## src/rtl/prog_loader_ctrl.sv

```systemverilog
`default_nettype none
// ============================================================================
// Module   : prog_loader_ctrl
// Purpose  : Boot loader that takes a framed byte stream (length, data,
//            checksum), writes it into program memory, zero-fills the rest
//            and releases the CPU only after a verified load.
// Revision : 1.0  initial release
// ============================================================================
module prog_loader_ctrl #(
    parameter int                ADDR_W    = 5,
    parameter int                DEPTH     = 32,
    parameter int                DATA_W    = 8,
    parameter logic [DATA_W-1:0] FILL_BYTE = 8'h00
) (
    input  logic              clk,
    input  logic              rst,
    input  logic              start,
    input  logic              in_valid,
    input  logic [DATA_W-1:0] in_data,
    output logic              in_ready,
    output logic              ewr,
    output logic [ADDR_W-1:0] ead,
    output logic [DATA_W-1:0] edat,
    output logic              cpu_run,
    output logic              busy,
    output logic              done,
    output logic              err,
    output logic [1:0]        err_code
);

    localparam logic [2:0] S_IDLE = 3'd0;
    localparam logic [2:0] S_LEN  = 3'd1;
    localparam logic [2:0] S_DATA = 3'd2;
    localparam logic [2:0] S_CSUM = 3'd3;
    localparam logic [2:0] S_FILL = 3'd4;
    localparam logic [2:0] S_RUN  = 3'd5;
    localparam logic [2:0] S_ERR  = 3'd6;

    localparam logic [DATA_W-1:0] c_depth    = DATA_W'(DEPTH);
    localparam logic [ADDR_W-1:0] c_last     = ADDR_W'(DEPTH - 1);
    localparam logic [ADDR_W-1:0] c_addr_one = ADDR_W'(1);
    localparam logic [ADDR_W:0]   c_cnt_one  = (ADDR_W+1)'(1);
    localparam logic [1:0]        c_err_len  = 2'b01;
    localparam logic [1:0]        c_err_csum = 2'b10;

    logic [2:0]        r_state;
    logic [2:0]        w_next;
    logic [ADDR_W:0]   r_cnt;
    logic [ADDR_W-1:0] r_addr;
    logic [DATA_W-1:0] r_sum;
    logic              r_dwr;
    logic [ADDR_W-1:0] r_dad;
    logic [DATA_W-1:0] r_ddat;
    logic              r_done;
    logic [1:0]        r_err_code;
    logic [1:0]        w_err_val;
    logic              w_accept;
    logic              w_len_ok;

    assign in_ready = (r_state == S_LEN) || (r_state == S_DATA) || (r_state == S_CSUM);
    assign w_accept = in_valid && in_ready;
    assign w_len_ok = (in_data != '0) && (in_data <= c_depth);

    always_comb begin
        w_next    = r_state;
        w_err_val = 2'b00;
        case (r_state)
            S_IDLE, S_RUN, S_ERR: begin
                if (start) w_next = S_LEN;
            end
            S_LEN: begin
                if (w_accept) begin
                    w_next    = w_len_ok ? S_DATA : S_ERR;
                    w_err_val = c_err_len;
                end
            end
            S_DATA: begin
                if (w_accept && (r_cnt == c_cnt_one)) w_next = S_CSUM;
            end
            S_CSUM: begin
                // The address wraps to 0 only after a full-depth frame, so no fill is needed
                if (w_accept) begin
                    if (in_data == r_sum) w_next = (r_addr == '0) ? S_RUN : S_FILL;
                    else                  w_next = S_ERR;
                    w_err_val = c_err_csum;
                end
            end
            S_FILL: begin
                if (r_addr == c_last) w_next = S_RUN;
            end
            default: w_next = S_IDLE;
        endcase
    end

    always_ff @(posedge clk or negedge rst) begin
        if (!rst) begin
            r_state    <= S_IDLE;
            r_cnt      <= '0;
            r_addr     <= '0;
            r_sum      <= '0;
            r_dwr      <= 1'b0;
            r_dad      <= '0;
            r_ddat     <= '0;
            r_done     <= 1'b0;
            r_err_code <= 2'b00;
        end else begin
            r_state <= w_next;
            r_dwr   <= 1'b0;
            r_done  <= (w_next == S_RUN) && (r_state != S_RUN);

            if ((w_next == S_ERR) && (r_state != S_ERR)) r_err_code <= w_err_val;
            else if (w_next == S_LEN)                    r_err_code <= 2'b00;

            if ((r_state == S_LEN) && w_accept) begin
                r_cnt  <= in_data[ADDR_W:0];
                r_addr <= '0;
                r_sum  <= '0;
            end

            if ((r_state == S_DATA) && w_accept) begin
                r_dwr  <= 1'b1;
                r_dad  <= r_addr;
                r_ddat <= in_data;
                r_addr <= r_addr + c_addr_one;
                r_sum  <= r_sum + in_data;
                r_cnt  <= r_cnt - c_cnt_one;
            end

            if ((r_state == S_FILL) && (w_next == S_FILL)) r_addr <= r_addr + c_addr_one;
        end
    end

    // Fill writes come straight from the state; data writes trail their accept by a cycle
    assign ewr      = r_dwr || (r_state == S_FILL);
    assign ead      = (r_state == S_FILL) ? r_addr : r_dad;
    assign edat     = (r_state == S_FILL) ? FILL_BYTE : r_ddat;
    assign cpu_run  = (r_state == S_RUN);
    assign busy     = (r_state == S_LEN) || (r_state == S_DATA) ||
                      (r_state == S_CSUM) || (r_state == S_FILL);
    assign done     = r_done;
    assign err      = (r_state == S_ERR);
    assign err_code = r_err_code;

endmodule
`default_nettype wire

```

## config.mk

```make
export PLATFORM = sky130hd
export DESIGN_NAME = prog_loader_ctrl
export DESIGN_NICKNAME = d
export VERILOG_FILES = /design/src/rtl/prog_loader_ctrl.sv
export SDC_FILE = /design/constraint.sdc
export NUM_CORES = 1
export LEC_CHECK = 0
export ABC_AREA = 1
export BUFFER_PORTS_ARGS = -buffer_cell sky130_fd_sc_hd__buf_2
export CELL_PAD_IN_SITES_DETAIL_PLACEMENT = 0
export CELL_PAD_IN_SITES_GLOBAL_PLACEMENT = 1
export CORE_UTILIZATION = 30
export DETAILED_ROUTE_END_ITERATION = 16
export GPL_ROUTABILITY_DRIVEN = 0
export PLACE_DENSITY = 0.66
export SYNTH_ARGS = -nofsm -noshare
export SYNTH_HDL_FRONTEND = slang
export SYNTH_SLANG_ARGS = --single-unit
export TNS_END_PERCENT = 5
```

## constraint.sdc

```tcl
create_clock -name clk -period 3.25 [get_ports clk]
set_clock_uncertainty 0.05 [all_clocks]
set_input_delay 0.4875 -clock clk [delete_from_list [all_inputs] [get_ports clk]]
set_output_delay 0.4875 -clock clk [all_outputs]
set_load 0.05 [all_outputs]
```

==> flow_metrics.tcl <==
set metrics [dict create \
    timing.rr.start "r_state[0]" \
    drc 0 \
    antenna_found_initial 0 \
    cts_tree "yes" \
    grt_usage_pct 14.5 \
    ys.warnings.count 0 \
    cp-startpoint "r_state[2]" \
    grt_remaining_overflow 0 \
    wl_met1_um 2740 \
    grt_max_degree 40 \
    min_path_type "input port to asynchronous set/reset pin" \
    slew_headroom_pct 39.6 \
    status "finished, final reports clean" \
    finalCritPeriodShare_pct 83.2 \
    die_height_um 90.0 \
    num_vias 1988 \
    crit_type "register to output pin" \
    maxCapViolCount 0 \
    drive_above_1_share_pct 15.8 \
    ant_nets 0 \
    netlist_area_um2 2320 \
    cts-resized-gates 0 \
    min_period_ns 2.70 \
    cp.required_ns 2.71 \
    boundaryPins 33 \
    setup_viol 0 \
    max-vdd-ir-drop_mv 0.350 \
    cts_hold_buf 0 \
    cts_root_buf "clkbuf_8" \
    topRoutingLayerUsed "met4" \
    worstMarginPinSlew_ns 0.907 \
    dp.cells 432 \
    rsz0062_at_grt "false" \
    io_buffers 32 \
    fmax_ghz 0.370 \
    final_max_slew_viol_count 0 \
    cts.clk_slew.worst_paths_ns 0.08 \
    design_area_um2 2670 \
    layout_commonest_cell "nand2_1" \
    grt_pass1_vias 1966 \
    synth_seq_cells 39 \
    cts_setup_buffers 0 \
    via_per_inst 4.52 \
    clock_path_buffers 2 \
    rows 31 \
    clock_sinks 39 \
    die_x_um 90.0 \
    cts_max_level 2 \
    antennaDiodeCount 0 \
    hpwl_um 4110 \
    insertion_delay_ns 0.29 \
    core_um2 7370 \
    leakagePower_uw 0.00136 \
    wl_met3_um 127 \
    wl_met2_um 2470 \
    ff2ff_path_depth 7 \
    design.die.area_um2 8100 \
    ys_types 33 \
    ys_seq_area_share_pct 42.0 \
    placed_area_um2 2590 \
    crit_arrival_ns 2.17 \
    fin_nets 365 \
    fin_cells 440 \
    wl_um 5410 \
    timing.setup.tns_ns 0 \
    start_kind "register" \
    area_delta_synth_final_pct 15.0 \
    syn-num-nets 331 \
    firstDrtPassIters 4 \
    initial_core_util_pct 31.5 \
    drtIter0Drc 91 \
    synthCells 306 \
    final_cell_mix "81 x nand2_1, 39 x dfrtp_1, 34 x inv_1, 32 x nor2_1, 32 x buf_2" \
    syn_area_per_cell_um2 7.59 \
    endpoint_kind "output pin" \
    p_per_area_nw_per_um2 1040 \
    drt-wirelength-per-cell_um 12.3 \
    grt_pass1_wl_um 9410 \
    numCtsBuffers 5 \
    hold_viol 0 \
    crit_path_max_fanout 13 \
]
## area by class of cell
cell class	instances	area [µm²]
sequential	39	976
inverter	40	150
tap	99	124
timing repair buffer	33	168
multi-input combinational	221	1170
clock inverter	1	5.00
clock buffer	7	76.3
fill	817	4700
## synth_stat cells, drive strengths merged
library cell / number / area share (%)
nand4: 5 / 1.3
ha: 12 / 6.5
inv: 38 / 6.1
a32o: 2 / 0.86
nor2: 34 / 5.7
buf: 2 / 0.43
a31oi: 1 / 0.27
o31ai: 1 / 0.32
dfrtp: 39 / 42
xnor2: 2 / 0.75
nand2: 84 / 14
o211ai: 1 / 0.32
clkinv: 2 / 0.32
o221ai: 1 / 0.38
o21ai: 30 / 6.5
o311ai: 1 / 0.38
a22o: 2 / 0.75
and2: 1 / 0.27
or2: 2 / 0.54
a211oi: 1 / 0.32
fa: 1 / 0.86
a21oi: 9 / 1.9
nor3: 4 / 1.8
nand3: 27 / 6.6
clkbuf: 4 / 0.65
## worst max-delay path: stages (launching register included)
cell and delay, ns:
dfrtp_1 0.49, nand2_1 0.36, clkinv_1 0.42, or2_2 0.40
buf_2 0.21
## metrics by stage
stage / power, µW / utilization (%) / hold WS [ns] / setup slack [ns]
after floorplan: 2120 / - / 0.142 / 0.723
after global placement: 2480 / 35.1 / 0.417 / 0.881
after detailed placement: 2490 / 35.1 / 0.424 / 0.823
after CTS: 2820 / 36.2 / 0.314 / 0.503
after global routing: 3040 / 36.2 / 0.360 / 0.347
final: 2790 / 36.2 / 0.275 / 0.547
## flip-flops by register name, indices dropped and copies added (netlist names)
name and count:
done 1, err_code 2, r_addr 5, r_cnt 6
r_dad 5, r_ddat 8, r_dwr 1, r_state 3
r_sum 8
## path summary, 6_finish.rpt
path                              end  slack [ns]
min in group clk            r_ddat[2]        0.43
setup / recovery                  ewr        0.55
max in group asynchronous  r_state[0]        2.30
hold / removal              r_ddat[2]        0.27
setup reg to reg             r_sum[4]        1.22
hold reg to reg              r_dad[3]        0.44
## per-layer routing
layer | up-vias | track usage (%)
li1 | 1064 | -
met1 | 891 | 19.4
met2 | 26 | 23.7
met3 | 7 | 2.12
met4 | 0 | 5.24
met5 | - | 0
## kinds of logic (layout without fill, tap and decap cells)
family | Yosys count | after routing | synth area share [%]
buffers and inverters | 46 | 81 | 7.54
adder cells (fa/ha/maj) | 13 | 13 | 7.32
AO/OA/AOI/OAI | 49 | 49 | 12.0
XOR/XNOR | 2 | 2 | 0.754
AND/OR/NAND/NOR | 157 | 157 | 30.4
flip-flops | 39 | 39 | 42.0
## where the power goes
part / total [µW] / switching (µW) / internal, µW
clock network: 321 / 170 / 151
registers: 831 / 135 / 695
logic: 1640 / 1180 / 458
total: 2790 / 1480 / 1300
(Power assumes the default switching activity.)
